**config.mk**
```make
export PLATFORM = sky130hd
export DESIGN_NAME = cc_speed_ticker
export DESIGN_NICKNAME = d
export VERILOG_FILES = /design/src/rtl/cc_speed_ticker.sv
export SDC_FILE = /design/constraint.sdc
export NUM_CORES = 1
export LEC_CHECK = 0
export ABC_AREA = 1
export CAP_MARGIN = 20
export CORE_UTILIZATION = 50
export DETAILED_ROUTE_END_ITERATION = 7
export PLACE_DENSITY = 0.7
export SYNTH_ARGS = -nofsm -noshare
export SYNTH_HDL_FRONTEND = slang
export SYNTH_SLANG_ARGS = --single-unit
```
**constraint.sdc**
```tcl
create_clock -name CC_SPEEDTICKER_CLOCK_50 -period 5.7 [get_ports CC_SPEEDTICKER_CLOCK_50]
set_clock_uncertainty 0.2 [all_clocks]
set_input_delay 0.855 -clock CC_SPEEDTICKER_CLOCK_50 [delete_from_list [all_inputs] [get_ports CC_SPEEDTICKER_CLOCK_50]]
set_output_delay 0.855 -clock CC_SPEEDTICKER_CLOCK_50 [all_outputs]
set_load 0.05 [all_outputs]
```
**src/rtl/cc_speed_ticker.sv**
```systemverilog
// cc_speed_ticker
//   Level-programmable speed timer. A free-running counter advances while
//   enabled and emits a one-cycle active-low tick each time it reaches the
//   terminal count selected by the game level. It supports start/stop
//   control, pause, periodic or one-shot operation, and level changes that
//   take effect only at a tick boundary, so a period is never cut short.
//
// Ports
//   CC_SPEEDTICKER_CLOCK_50       in   system clock, rising edge
//   CC_SPEEDTICKER_RESET_InLow    in   asynchronous reset, active-low
//   CC_SPEEDTICKER_start_InHigh   in   start request (IDLE/DONE -> RUN)
//   CC_SPEEDTICKER_stop_InHigh    in   stop request (any -> IDLE), highest priority
//   CC_SPEEDTICKER_enable_InHigh  in   0 pauses the counter while in RUN
//   CC_SPEEDTICKER_mode_InHigh    in   0 periodic, 1 one-shot; sampled on start
//   CC_NIVEL_data_InBus           in   requested level
//   CC_SPEEDTICKER_T0_OutLow      out  tick, low for exactly one cycle
//   CC_SPEEDTICKER_busy_OutHigh   out  high while in RUN (also while paused)
//   CC_SPEEDTICKER_level_OutBus   out  level currently in force
//   CC_SPEEDTICKER_ticks_OutBus   out  ticks since the last start, wraps
module cc_speed_ticker #(
  parameter int unsigned SPEEDTICKER_DATAWIDTH = 23,
  parameter int unsigned SPEEDTICKER_LIMIT0    = 833333,
  parameter int unsigned SPEEDTICKER_LIMIT1    = 625000,
  parameter int unsigned SPEEDTICKER_LIMIT2    = 416666,
  parameter int unsigned SPEEDTICKER_LIMIT3    = 208333,
  parameter int unsigned SPEEDTICKER_TICKWIDTH = 8
) (
  input  logic                             CC_SPEEDTICKER_CLOCK_50,
  input  logic                             CC_SPEEDTICKER_RESET_InLow,
  input  logic                             CC_SPEEDTICKER_start_InHigh,
  input  logic                             CC_SPEEDTICKER_stop_InHigh,
  input  logic                             CC_SPEEDTICKER_enable_InHigh,
  input  logic                             CC_SPEEDTICKER_mode_InHigh,
  input  logic [1:0]                       CC_NIVEL_data_InBus,
  output logic                             CC_SPEEDTICKER_T0_OutLow,
  output logic                             CC_SPEEDTICKER_busy_OutHigh,
  output logic [1:0]                       CC_SPEEDTICKER_level_OutBus,
  output logic [SPEEDTICKER_TICKWIDTH-1:0] CC_SPEEDTICKER_ticks_OutBus
);

  typedef enum logic [1:0] {
    stateIdle = 2'b00,
    stateRun  = 2'b01,
    stateDone = 2'b10
  } stateT;

  localparam logic [SPEEDTICKER_DATAWIDTH-1:0] limit0 = SPEEDTICKER_DATAWIDTH'(SPEEDTICKER_LIMIT0);
  localparam logic [SPEEDTICKER_DATAWIDTH-1:0] limit1 = SPEEDTICKER_DATAWIDTH'(SPEEDTICKER_LIMIT1);
  localparam logic [SPEEDTICKER_DATAWIDTH-1:0] limit2 = SPEEDTICKER_DATAWIDTH'(SPEEDTICKER_LIMIT2);
  localparam logic [SPEEDTICKER_DATAWIDTH-1:0] limit3 = SPEEDTICKER_DATAWIDTH'(SPEEDTICKER_LIMIT3);

  stateT                             state;
  logic [SPEEDTICKER_DATAWIDTH-1:0]  count;
  logic [SPEEDTICKER_DATAWIDTH-1:0]  activeLimit;
  logic                              terminal;
  logic                              modeLatched;
  logic                              tickN;
  logic                              busy;
  logic [1:0]                        level;
  logic [SPEEDTICKER_TICKWIDTH-1:0]  ticks;

  // Limit follows the level in force, not the requested one, so a level
  // request only matters at the tick boundary where it gets reloaded.
  always_comb begin
    activeLimit = limit0;
    case (level)
      2'b00:   activeLimit = limit0;
      2'b01:   activeLimit = limit1;
      2'b10:   activeLimit = limit2;
      default: activeLimit = limit3;
    endcase
  end

  assign terminal = (count == activeLimit);

  always_ff @(posedge CC_SPEEDTICKER_CLOCK_50 or negedge CC_SPEEDTICKER_RESET_InLow) begin
    if (!CC_SPEEDTICKER_RESET_InLow) begin
      state       <= stateIdle;
      count       <= '0;
      modeLatched <= 1'b0;
      tickN       <= 1'b1;
      busy        <= 1'b0;
      level       <= 2'b00;
      ticks       <= '0;
    end else begin
      // Tick is a single-cycle pulse; it is released every cycle unless the
      // terminal branch below asserts it again.
      tickN <= 1'b1;
      if (CC_SPEEDTICKER_stop_InHigh) begin
        // Stop wins even over a coincident terminal count: no tick, ticks hold.
        state <= stateIdle;
        count <= '0;
        busy  <= 1'b0;
      end else begin
        case (state)
          stateIdle, stateDone: begin
            count <= '0;
            if (CC_SPEEDTICKER_start_InHigh) begin
              state       <= stateRun;
              busy        <= 1'b1;
              modeLatched <= CC_SPEEDTICKER_mode_InHigh;
              level       <= CC_NIVEL_data_InBus;
              ticks       <= '0;
            end
          end
          stateRun: begin
            if (CC_SPEEDTICKER_enable_InHigh) begin
              if (terminal) begin
                tickN <= 1'b0;
                count <= '0;
                ticks <= ticks + 1'b1;
                level <= CC_NIVEL_data_InBus;
                if (modeLatched) begin
                  state <= stateDone;
                  busy  <= 1'b0;
                end
              end else begin
                count <= count + 1'b1;
              end
            end
          end
          default: begin
            state <= stateIdle;
            count <= '0;
            busy  <= 1'b0;
          end
        endcase
      end
    end
  end

  assign CC_SPEEDTICKER_T0_OutLow    = tickN;
  assign CC_SPEEDTICKER_busy_OutHigh = busy;
  assign CC_SPEEDTICKER_level_OutBus = level;
  assign CC_SPEEDTICKER_ticks_OutBus = ticks;

endmodule

```
=== Word level (Yosys, flattened, before mapping) ===
Index checks and enable logic that the tools add are counted.

* Bits in read-only memories: 0
* Bits of input ports: 8
* Output and inout port bits: 12
* Memories kept: 0
* RAM bits: 0
* Bits in latches: 0
* Logic and storage cells: 58
* Bits in registers: 38

* $add $sub $neg: 2
* Mux-type cells: 29
* Div/mod/pow operators: 0
* Bitwise operators: 1
* Shifts and indexed selects: 0
* Magnitude comparators: 0
* Equal/unequal tests: 12
* Reduce and logical (&&, ||, !) cells: 7
* $mul: 0

{| class="wikitable"
|+ Operator list
! operator !! count
|-
| 23-bit 2-to-1 mux || 4
|-
| 20-bit case mux with 3 select lines || 1
|-
| 8-bit 2-to-1 mux || 3
|-
| 23-bit by 1-bit adder with 23-bit output, second input constant || 1
|-
| 23-bit == test || 1
|-
| 2-bit 2-to-1 mux || 8
|-
| 8-bit case mux with 2 select lines || 1
|-
| 3-bit inequality test, second input constant || 4
|-
| 1-bit 2-to-1 mux || 9
|-
| 8-bit by 1-bit adder with 8-bit output, second input constant || 1
|-
| 2-bit case mux with 2 select lines || 2
|-
| 2-bit inequality test, second input constant || 3
|-
| 5-bit AND reduction || 1
|-
| 2-bit by 1-bit == test with 1-bit output, second input constant || 2
|-
| 2-bit == test, second input constant || 2
|-
| 2-bit zero test || 2
|-
| 4-bit AND reduction || 1
|-
| 3-bit AND reduction || 1
|-
| 1-bit case mux with 2 select lines || 1
|-
| 2-bit nonzero test || 1
|-
| 2-bit OR reduction || 1
|-
| 1-bit inverter || 1
|}

=== Longest topological paths before layout ===
Gate-level depths: netlist of run 1.

* Word-level depth: 7
* Mapped depth: 16

=== Worst setup path after synthesis of run 1 ===
Ideal clock, no wire load.

* Path kind: reg-to-reg
* From: reg level[0] (netlist: CC_SPEEDTICKER_level_OutBus[0])
* To: reg count[13]
* Arrival time: 2,166 ps
* Buffers on the path: 2
* Setup slack: 3,214 ps
* Setup time: 120 ps
* Data required time: 5,380 ps
* Stages on the path, launching flop included: 15
* Cell sequence: dfrtp_1 > buf_6 > inv_2 > ha_1 > inv_2 > nand2_1 > nand2_1 > nand2_1 > nor2_1 > nand2_1 > inv_1 > nand3_2 > o21ai_4 > buf_6 > nor2_1

* Longest elaborated chain between the ends: 7
* Elaborated cells between the ends (all ways): 9
* Classes of those cells: eq/ne: 3; mux: 5; reduce/logical: 1

{| class="wikitable"
|+ Ends and longest elaborated chain
! what !! line !! text
|-
| start, declared || 59 || <nowiki>logic [1:0] level;</nowiki>
|-
| start signal, assigned || 102 || <nowiki>level <= CC_NIVEL_data_InBus;</nowiki>
|-
| start signal, assigned || 112 || <nowiki>level <= CC_NIVEL_data_InBus;</nowiki>
|-
| 2-bit == test, or another cell as far along || 66 || <nowiki>case (level)</nowiki>
|-
| 20-bit case mux with 3 select lines (*) || 66 ||
|-
| 23-bit == test (*) || 74 || <nowiki>assign terminal = (count == activeLimit);</nowiki>
|-
| 23-bit 2-to-1 mux (*) || 108 || <nowiki>if (terminal) begin</nowiki>
|-
| 23-bit 2-to-1 mux (*) || 107 || <nowiki>if (CC_SPEEDTICKER_enable_InHigh) begin</nowiki>
|-
| 23-bit 2-to-1 mux (*) || 95 || <nowiki>case (state)</nowiki>
|-
| 23-bit 2-to-1 mux (*) || 89 || <nowiki>if (CC_SPEEDTICKER_stop_InHigh) begin</nowiki>
|-
| end signal, assigned || 118 || <nowiki>count <= count + 1'b1;</nowiki>
|-
| end, declared || 53 || <nowiki>logic [SPEEDTICKER_DATAWIDTH-1:0] count;</nowiki>
|}

Mark *: on every way between the ends. The rest lies on a longest branch, timed or not. The select of a mux whose other input is x is not followed.
A chain may end at the register's enable or synchronous reset.

=== Worst setup path after layout of run 1 ===
* From: reg level[0] (netlist: CC_SPEEDTICKER_level_OutBus[0])
* To: out CC_SPEEDTICKER_level_OutBus[0]

{| class="wikitable"
|+ RTL lines
! what !! line !! text
|-
| end, declared || 37 || <nowiki>output logic [1:0] CC_SPEEDTICKER_level_OutBus,</nowiki>
|}

No word-level cell between the ends.

==> impl_metrics.yaml, run 1 <==
synth:
  ys_dominant_reg_cell: "dfrtp_1"
  synthXorXnorAreaFrac: 0.0464
  netlist_top_cells_count: "132 x nand2_1, 58 x nor2_1, 52 x inv_1, 36 x dfrtp_1, 30 x nand3_1"
  yosysMostFrequentCell: "nand2_1"
  synthMuxAreaShare: 0
  synth_adder_area_share: 0.0331
  synth.distinct_cells: 29
  ys_ff_latch: 37
  yosys_warnings: 0
  synth_fp_nets: 415
  synth_top_area_frac: 0.341
  synthSimpleGateAreaFrac: 0.405
  synth_compound_area_frac: 0.0506
  synth_top_family_by_area: "simple AND/OR/NAND/NOR gates"
  avgSynthCellArea_um2: 6.61
  synth_area_leaders: "dfrtp_1 34%, nand2_1 19%, nor2_1 8.2%, inv_1 7.4%, nand3_1 5.7%"
  async_flop_share: 1.00
  synth_largest_area_cell: "dfrtp_1"
  synth_edf_count: 0
  ys_seq_area_frac: 0.351
  netlist_area_um2: 2640
  synth_cells: 400
route:
  drt-wirelength-per-cell_um: 12.5
  drcViolationCount: 0
  ant_nets: 0
  first_pass_iters: 4
  first_iter_violations: 124
  routed_wl_um: 6110
  vias: 2431
  viasPerCell: 4.99
critical_path:
  cp_data_arrival_time_ns: 1.73
  crit_chain: "clkdlybuf4s50_1"
  critPathBufInv: 1
  rrSetupSlack_ns: 2.91
  r2r_start: "CC_SPEEDTICKER_level_OutBus[0]"
  worstRegToRegCells: 12
  crit_path_end_kind: "output port"
  worstPathMaxFanout: 11
  r2r_end: "CC_SPEEDTICKER_level_OutBus[1]"
  crit_path_top_delay_cell: "clkdlybuf4s50_1"
  max_stage_delay_ns: 0.89
  path_class: "flip-flop to output port"
  critPathRequiredTime_ns: 4.64
  startpoint_type: "flip-flop"
  crit_family: "buffers and inverters"
floorplanning:
  die_area_um2: 5580
  design.core.area_um2: 5110
  initial_utilization: 0.518
  fp.dieH_um: 74.7
  fp-row-count: 26
  die-width_um: 74.7
  num_io_pins: 20
final_layout:
  finish.net_count: 431
  drive_above_1_share: 0.0624
  area_delta_synth_final_pct: 10.2
  utilization: 0.571
  fillers: 508
  antenna_cells: 0
power:
  power.leakage_nw: 1.38
  p_per_area_nw_per_um2: 252
  peakVddDrop_v: 0.000125
timing:
  fmax_mhz: 358
  drv_slew: 0
  setup_viol: 0
  rsz0062_at_grt: "no"
  period_needed_ns: 2.79
  hold_violations: 0
  slew_headroom: 0.445
  worstMarginPinSlew_ns: 0.833
  final.setup.tns_ns: 0
  final.period_utilization: 0.489
clocking:
  cts_made_buffers: 5
  cts_buffer_depth: 2
  hold_buffers: 0
  clock_sinks: 37
  postCtsResizedCells: 0
  cts_tree: "built"
  cts_max_level: 2
  clock_latency_ns: 0.29
  cts_setup_buffers: 0
  root_buffer: "clkbuf_8"
  clk_pin_slew_worst_paths_ns: 0.07
job:
  cap_violations: 0
worst_hold_path:
  min_path_type: "flip-flop to flip-flop"
  worstHoldStart: "state[1]"
  holdPathEnd: "state[1]"
  holdPathStages: 2
placed_design:
  dpl.hpwl_um: 4590
  numPortBuffers: 19
  routabilityCongestion: 0.949
run_status:
  outcome: "completed"
global_routing:
  first_global_vias: 2220
  grt_max_degree: 38
  antenna_found_initial: 0
  grt_use_total: 0.245
  grt_pass1_wl_um: 10200
  gr-total-overflow: 0
-- placed cells by master (no fill, tap or decap), drive strengths merged --
cell / netlist / final
dfrtp: 36 / 36
o22ai: 2 / 2
nor3b: 2 / 2
xor2: 12 / 12
clkbuf: 2 / 7
ha: 7 / 7
nand3: 31 / 31
or3: 1 / 1
dfstp: 1 / 1
a21oi: 11 / 11
buf: 8 / 1
clkdlybuf4s50: 0 / 18
xnor2: 2 / 2
nor3: 16 / 16
nand4: 9 / 9
nor2: 61 / 61
nand2: 133 / 133
inv: 58 / 58
clkinv: 0 / 1
o21ai: 8 / 8
-- registers in the layout, indices dropped and copies added, names as in the netlist --
signal	cells
CC_SPEEDTICKER_ticks_OutBus	8
count	23
CC_SPEEDTICKER_level_OutBus	2
modeLatched	1
CC_SPEEDTICKER_T0_OutLow	1
state	1
CC_SPEEDTICKER_busy_OutHigh	1
-- cell families (layout without fill, tap and decap cells) --
| kind of cell | after synthesis | count (layout) |
|---|---|---|
| AO/OA/AOI/OAI | 21 | 21 |
| flip-flops | 37 | 37 |
| AND/OR/NAND/NOR | 253 | 253 |
| adder cells (fa/ha/maj) | 7 | 7 |
| XOR/XNOR | 14 | 14 |
| buffers and inverters | 68 | 85 |
-- report_power, final --
group / leakage (nW) / internal [W] / switching, W / total [W]
Sequential: 0.505 / 0.000274 / 0.0000200 / 0.000294
Clock: 0.0422 / 0.0000859 / 0.0000963 / 0.000182
Combinational: 0.837 / 0.0000823 / 0.000176 / 0.000259
Total: 1.38 / 0.000442 / 0.000293 / 0.000735
-- worst max-delay path by stage --
stage                     depth (start not counted)  slack, ns                      startpoint                             end
final                                             1       2.91  CC_SPEEDTICKER_level_OutBus[0]  CC_SPEEDTICKER_level_OutBus[0]
after global routing                             12       2.64  CC_SPEEDTICKER_level_OutBus[0]  CC_SPEEDTICKER_ticks_OutBus[6]
after CTS                                        10       2.89  CC_SPEEDTICKER_level_OutBus[0]                       count[18]
after detailed placement                          6       2.87      CC_SPEEDTICKER_stop_InHigh                       count[18]
after global placement                            6       2.85    CC_SPEEDTICKER_enable_InHigh  CC_SPEEDTICKER_level_OutBus[0]
after floorplan                                  14       3.21  CC_SPEEDTICKER_level_OutBus[0]                       count[13]
-- area by class of cell --
class	count	area, µm²	area share
tap	70	87.6	0.0301
sequential	37	927	0.318
clock inverter	1	5.00	0.00172
multi-input combinational	295	1420	0.486
clock buffer	7	76.3	0.0262
inverter	58	218	0.0747
timing repair buffer	19	185	0.0635
-- per-layer routing --
layer | up-vias | track usage | share of wire
li1 | 1267 | - | -
met1 | 1090 | 0.330 | 0.47
met2 | 63 | 0.383 | 0.46
met3 | 11 | 0.0576 | 0.049
met4 | 0 | 0.0881 | 0.022
met5 | - | 0 | 0
-- through the flow --
stage	hold slack (ns)	total power [W]	setup slack (ns)	instance area, µm²	instances
CTS	0.290	0.000738	2.89	2910	487
global route	0.300	0.000789	2.64	2910	487
finish	0.289	0.000735	2.91	2910	487
floorplan	0.242	0.000498	3.21	2640	400
global placement	0.260	0.000556	2.85	2830	479
detailed placement	0.272	0.000556	2.87	2830	479
Note: power is estimated with default switching activity, not from simulation.
==> run 2, diff against run 1 <==
- clock period: 5.7 -> 2.6 ns (I/O delays scaled with it)
==> impl_metrics.yaml, run 2 (same netlist as run 1, synthesis figures left out) <==
critical_path:
  worstPathMaxFanout: 6
  rrSetupSlack_ns: 0.28
  worstRegToRegCells: 14
  cpMostUsedCell: "nand2_1"
  startpoint_type: "flip-flop"
  crit_path_end_kind: "flip-flop"
  max_stage_delay_ns: 0.45
  path_class: "flip-flop to flip-flop"
  r2r_start: "CC_SPEEDTICKER_level_OutBus[1]"
  crit_chain: "inv_1 -> ha_1 -> inv_2 -> nand2_1 -> nand2_1 -> nand2_1 -> nor2_1 -> nand2_1 -> nor2_1 -> nand2_1 -> nand2_1 -> nand3_1 -> nand2_1 -> nand2_1"
  crit_family: "simple AND/OR/NAND/NOR gates"
  r2r_end: "CC_SPEEDTICKER_busy_OutHigh"
  path_depth: 14
  critPathCapture: "CC_SPEEDTICKER_busy_OutHigh"
  startpoint: "CC_SPEEDTICKER_level_OutBus[1]"
  critPathBufInv: 2
  cp_data_arrival_time_ns: 2.30
  critPathRequiredTime_ns: 2.59
  crit_path_top_delay_cell: "dfrtp_1"
route:
  first_iter_violations: 149
  drt-wirelength-per-cell_um: 12.8
  first_pass_iters: 5
  ant_nets: 0
  vias: 2513
  drcViolationCount: 0
  routed_wl_um: 6310
  viasPerCell: 5.11
power:
  internal-power_w: 0.00109
  p_switching_w: 0.000661
  combPwrFrac: 0.344
  power.leakage_nw: 1.42
  pwr-share-seq: 0.366
  switching_share: 0.377
  pwr-share-clk: 0.290
  p_per_area_nw_per_um2: 585
  peakVddDrop_v: 0.000406
clocking:
  postCtsResizedCells: 0
  cts_made_buffers: 5
  clock_sinks: 37
  cts_buffer_depth: 2
  cts_setup_buffers: 0
  root_buffer: "clkbuf_8"
  hold_buffers: 0
  cts_max_level: 2
  cts_tree: "built"
  clock_latency_ns: 0.29
  clk_pin_slew_worst_paths_ns: 0.08
floorplanning:
  die-width_um: 74.7
  design.core.area_um2: 5110
  die_area_um2: 5580
  initial_utilization: 0.518
  fp.dieH_um: 74.7
  fp-row-count: 26
  num_io_pins: 20
run_status:
  violations: "hold timing"
  outcome: "finished with violations"
timing:
  period_needed_ns: 2.32
  hold_ws_ns: -0.00885
  rsz0062_at_grt: "no"
  final.period_utilization: 0.891
  worstMarginPinSlew_ns: 0.838
  drv_slew: 0
  fmax_mhz: 432
  fin_ws_ns: 0.283
  hold_violations: 12
  setup_viol: 0
  slew_headroom: 0.441
  final.setup.tns_ns: 0
final_layout:
  final_cell_mix: "132 x nand2_1, 58 x nor2_1, 52 x inv_1"
  mostFrequentLayoutCell: "nand2_1"
  finish.net_count: 436
  largest-register: "count"
  antenna_cells: 0
  drive_above_1_share: 0.0782
  largest_register_ffs: 23
  area_delta_synth_final_pct: 13.3
placed_design:
  numPortBuffers: 19
  dpl.hpwl_um: 4770
  place_ws_ns: 0.248
  routabilityCongestion: 0.949
job:
  cap_violations: 0
worst_hold_path:
  min_path_type: "primary input to asynchronous set/reset pin"
global_routing:
  grt_use_total: 0.250
  grt_max_degree: 38
  antenna_found_initial: 0
  gr-total-overflow: 0
  grt_pass1_wl_um: 10500
  first_global_vias: 2310
## run 2: changes by cell type in the layout (fill, tap and decap cells not counted)
cell,previous run,this run
clkinv_4,0,1
buf_4,0,4
bufinv_16,0,1
dfrtp_1,36,35
clkinv_2,1,0
clkbuf_1,2,1
dfrtp_2,0,1
buf_12,0,1
## run 2: worst min path at each step
stage / slack (ns) / cells after the start / end
after floorplan: -0.11 / 0 / CC_SPEEDTICKER_busy_OutHigh
after global placement: 0.26 / 2 / state[1]
after detailed placement: 0.27 / 2 / state[1]
after CTS: 0.02 / 1 / count[21]
after global routing: 0.06 / 1 / count[20]
final: -0.009 / 1 / count[22]
## run 2: cell type report
type,count,area (µm²)
well taps,70,87.6
repair buffers,24,235
inverters,58,218
clock inverters,2,38.8
clock buffers,6,72.6
fillers,522,2110
multi-input cells,295,1420
flip-flops and latches,37,928
## run 2: worst register-to-register path: stages (launching register included)
cell     delay (ns)
dfrtp_1        0.45
inv_1          0.12
ha_1           0.37
inv_2          0.11
nand2_1        0.06
nand2_1        0.09
nand2_1        0.05
nor2_1         0.15
nand2_1        0.08
nor2_1         0.10
nand2_1        0.09
nand2_1        0.10
nand3_1        0.10
nand2_1        0.09
nand2_1        0.05
## run 2: per-stage QoR
stage | total power, W | cells | utilization | instance area, µm²
2_1_floorplan | 0.00109 | 400 | - | 2640
3_3_place_gp | 0.00124 | 484 | 0.564 | 2880
3_5_place_dp | 0.00125 | 484 | 0.564 | 2880
4_1_cts | 0.00176 | 492 | 0.586 | 2990
5_1_grt | 0.00186 | 492 | 0.586 | 3000
6_report | 0.00175 | 492 | 0.586 | 3000
## run 2: power by group through the flow
| stage | Clock, W | Sequential (W) | Combinational [W] |
|---|---|---|---|
| 5_1_grt | 0.000538 | 0.000649 | 0.000674 |
| 6_report | 0.000508 | 0.000642 | 0.000603 |
| 2_1_floorplan | 0 | 0.000713 | 0.000380 |
| 4_1_cts | 0.000520 | 0.000640 | 0.000602 |
| 3_3_place_gp | 0 | 0.000649 | 0.000595 |
| 3_5_place_dp | 0 | 0.000652 | 0.000598 |
## run 2: layer usage
metal	vias up	routed length, µm	track usage
met1	1157	2810	0.319
li1	1278	-	-
met3	14	296	0.0388
met5	-	0	0
met2	64	3020	0.417
met4	0	187	0.115
==> run 3, diff against run 2 <==
- CELL_PAD_IN_SITES_DETAIL_PLACEMENT: default -> 1
- CELL_PAD_IN_SITES_GLOBAL_PLACEMENT: default -> 1
- CORE_UTILIZATION: 50 -> 42
- PLACE_DENSITY: 0.7 -> default
- PLACE_DENSITY_LB_ADDON: default -> 0.1
==> impl_metrics.yaml, run 3 (same netlist as run 1, synthesis figures left out) <==
critical_path:
  critPathBufInv: 2
  cpMostUsedCell: "nand2_1"
  startpoint: "CC_SPEEDTICKER_level_OutBus[0]"
  cp_data_arrival_time_ns: 2.34
  worstPathMaxFanout: 8
  crit_family: "simple AND/OR/NAND/NOR gates"
  critPathRequiredTime_ns: 2.59
  r2r_start: "CC_SPEEDTICKER_level_OutBus[0]"
  crit_path_top_delay_cell: "dfrtp_2"
  path_class: "flip-flop to flip-flop"
  max_stage_delay_ns: 0.44
  crit_path_end_kind: "flip-flop"
  startpoint_type: "flip-flop"
  crit_chain: "inv_2 -> ha_1 -> inv_2 -> nand2_1 -> nand2_1 -> nand2_1 -> nor2_1 -> nand2_1 -> nor2_1 -> nand2_1 -> nand2_1 -> nand3_1 -> nand2_1 -> nand2_1"
floorplanning:
  design.core.area_um2: 5990
  die-width_um: 81.3
  num_io_pins: 20
  fp-row-count: 28
  fp.dieH_um: 81.3
  die_area_um2: 6620
  initial_utilization: 0.441
power:
  pwr-share-clk: 0.290
  internal-power_w: 0.00109
  peakVddDrop_v: 0.000418
  switching_share: 0.389
  combPwrFrac: 0.352
  pwr-share-seq: 0.358
  p_switching_w: 0.000696
  power.leakage_nw: 1.43
  p_per_area_nw_per_um2: 595
placed_design:
  numPortBuffers: 19
  dpl.hpwl_um: 5780
  routabilityCongestion: 0.902
timing:
  slew_headroom: 0.414
  period_needed_ns: 2.35
  final.period_utilization: 0.903
  hold_ws_ns: -0.00255
  fmax_mhz: 426
  drv_slew: 0
  hold_violations: 3
  rsz0062_at_grt: "no"
  setup_viol: 0
  worstMarginPinSlew_ns: 0.879
  final.setup.tns_ns: 0
clocking:
  clock_sinks: 37
  cts_setup_buffers: 0
  cts_buffer_depth: 2
  cts_max_level: 2
  clk_pin_slew_worst_paths_ns: 0.08
  clock_latency_ns: 0.30
  root_buffer: "clkbuf_8"
  cts_tree: "built"
  cts_made_buffers: 5
route:
  drt-wirelength-per-cell_um: 15.2
  vias: 2558
  viasPerCell: 5.14
  drcViolationCount: 0
  first_pass_iters: 4
  routed_wl_um: 7580
  ant_nets: 0
  first_iter_violations: 118
run_status:
  outcome: "finished with violations"
  violations: "hold timing"
global_routing:
  globalRouteMet1Util: 0.323
  gr-usage-met2: 0.476
  grt_use_total: 0.265
  grt_max_degree: 38
  antenna_found_initial: 0
  grt_pass1_wl_um: 13200
  first_global_vias: 2705
  gr-total-overflow: 0
  use_met3: 0.0382
  busiest_layer: "met2"
final_layout:
  mostFrequentLayoutCell: "nand2_1"
  largest_register_ffs: 23
  largest-register: "count"
  utilization: 0.502
  antenna_cells: 0
  finish.net_count: 437
  drive_above_1_share: 0.0804
  area_delta_synth_final_pct: 13.8
  fillers: 823
  final_cell_mix: "132 x nand2_1, 58 x nor2_1, 52 x inv_1"
worst_hold_path:
  min_path_type: "primary input to asynchronous set/reset pin"
job:
  cap_violations: 0
## run 3: final cells by class
class | count | area [µm²] | area share
timing repair buffer | 25 | 243 | 0.0807
clock inverter | 2 | 38.8 | 0.0129
tap | 75 | 93.8 | 0.0312
inverter | 58 | 218 | 0.0723
sequential | 37 | 928 | 0.309
multi-input combinational | 295 | 1420 | 0.470
clock buffer | 6 | 72.6 | 0.0241
## run 3: what timing repair did
| action | in CTS | in global routing |
|---|---|---|
| gates resized for setup | 0 | 1 |
| endpoints found under the setup margin | 0 | 4 |
| hold buffers | 0 | 0 |
| endpoints found under the hold margin | 0 | 0 |
## run 3: stage by stage
stage	cell area (µm²)	hold slack (ns)	setup slack [ns]	cells	total power (W)
2_1_floorplan	2640	-0.106	0.114	400	0.00109
3_3_place_gp	2900	0.261	0.290	490	0.00126
3_5_place_dp	2900	0.280	0.238	490	0.00128
4_1_cts	3010	0.0251	0.214	498	0.00180
5_1_grt	3010	0.0673	0.00488	498	0.00191
6_report	3010	-0.00255	0.252	498	0.00179
## run 3: final timing paths
check / endpoint / slack, ns / cells past startpoint
min in group CC_SPEEDTICKER_CLOCK_50: state[1] / 0.29 / 2
min: count[21] / -0.003 / 1
max reg2reg: CC_SPEEDTICKER_busy_OutHigh / 0.25 / 14
min reg2reg: state[1] / 0.29 / 2
max in group asynchronous: CC_SPEEDTICKER_level_OutBus[0] / 1.59 / 1
max: CC_SPEEDTICKER_busy_OutHigh / 0.25 / 14
## run 3: power groups by stage
stage                     logic, W  clock network (W)  registers (W)
after floorplan           0.000380                  0       0.000713
after global placement    0.000612                  0       0.000647
after detailed placement  0.000628                  0       0.000649
after CTS                 0.000634           0.000530       0.000639
after global routing      0.000711           0.000554       0.000645
final                     0.000631           0.000519       0.000640
## run 3: metal layers
layer / share of wire / vias up
met5: 0 / -
met1: 0.45 / 1217
met4: 0.014 / 0
met2: 0.50 / 49
li1: - / 1282
met3: 0.037 / 10
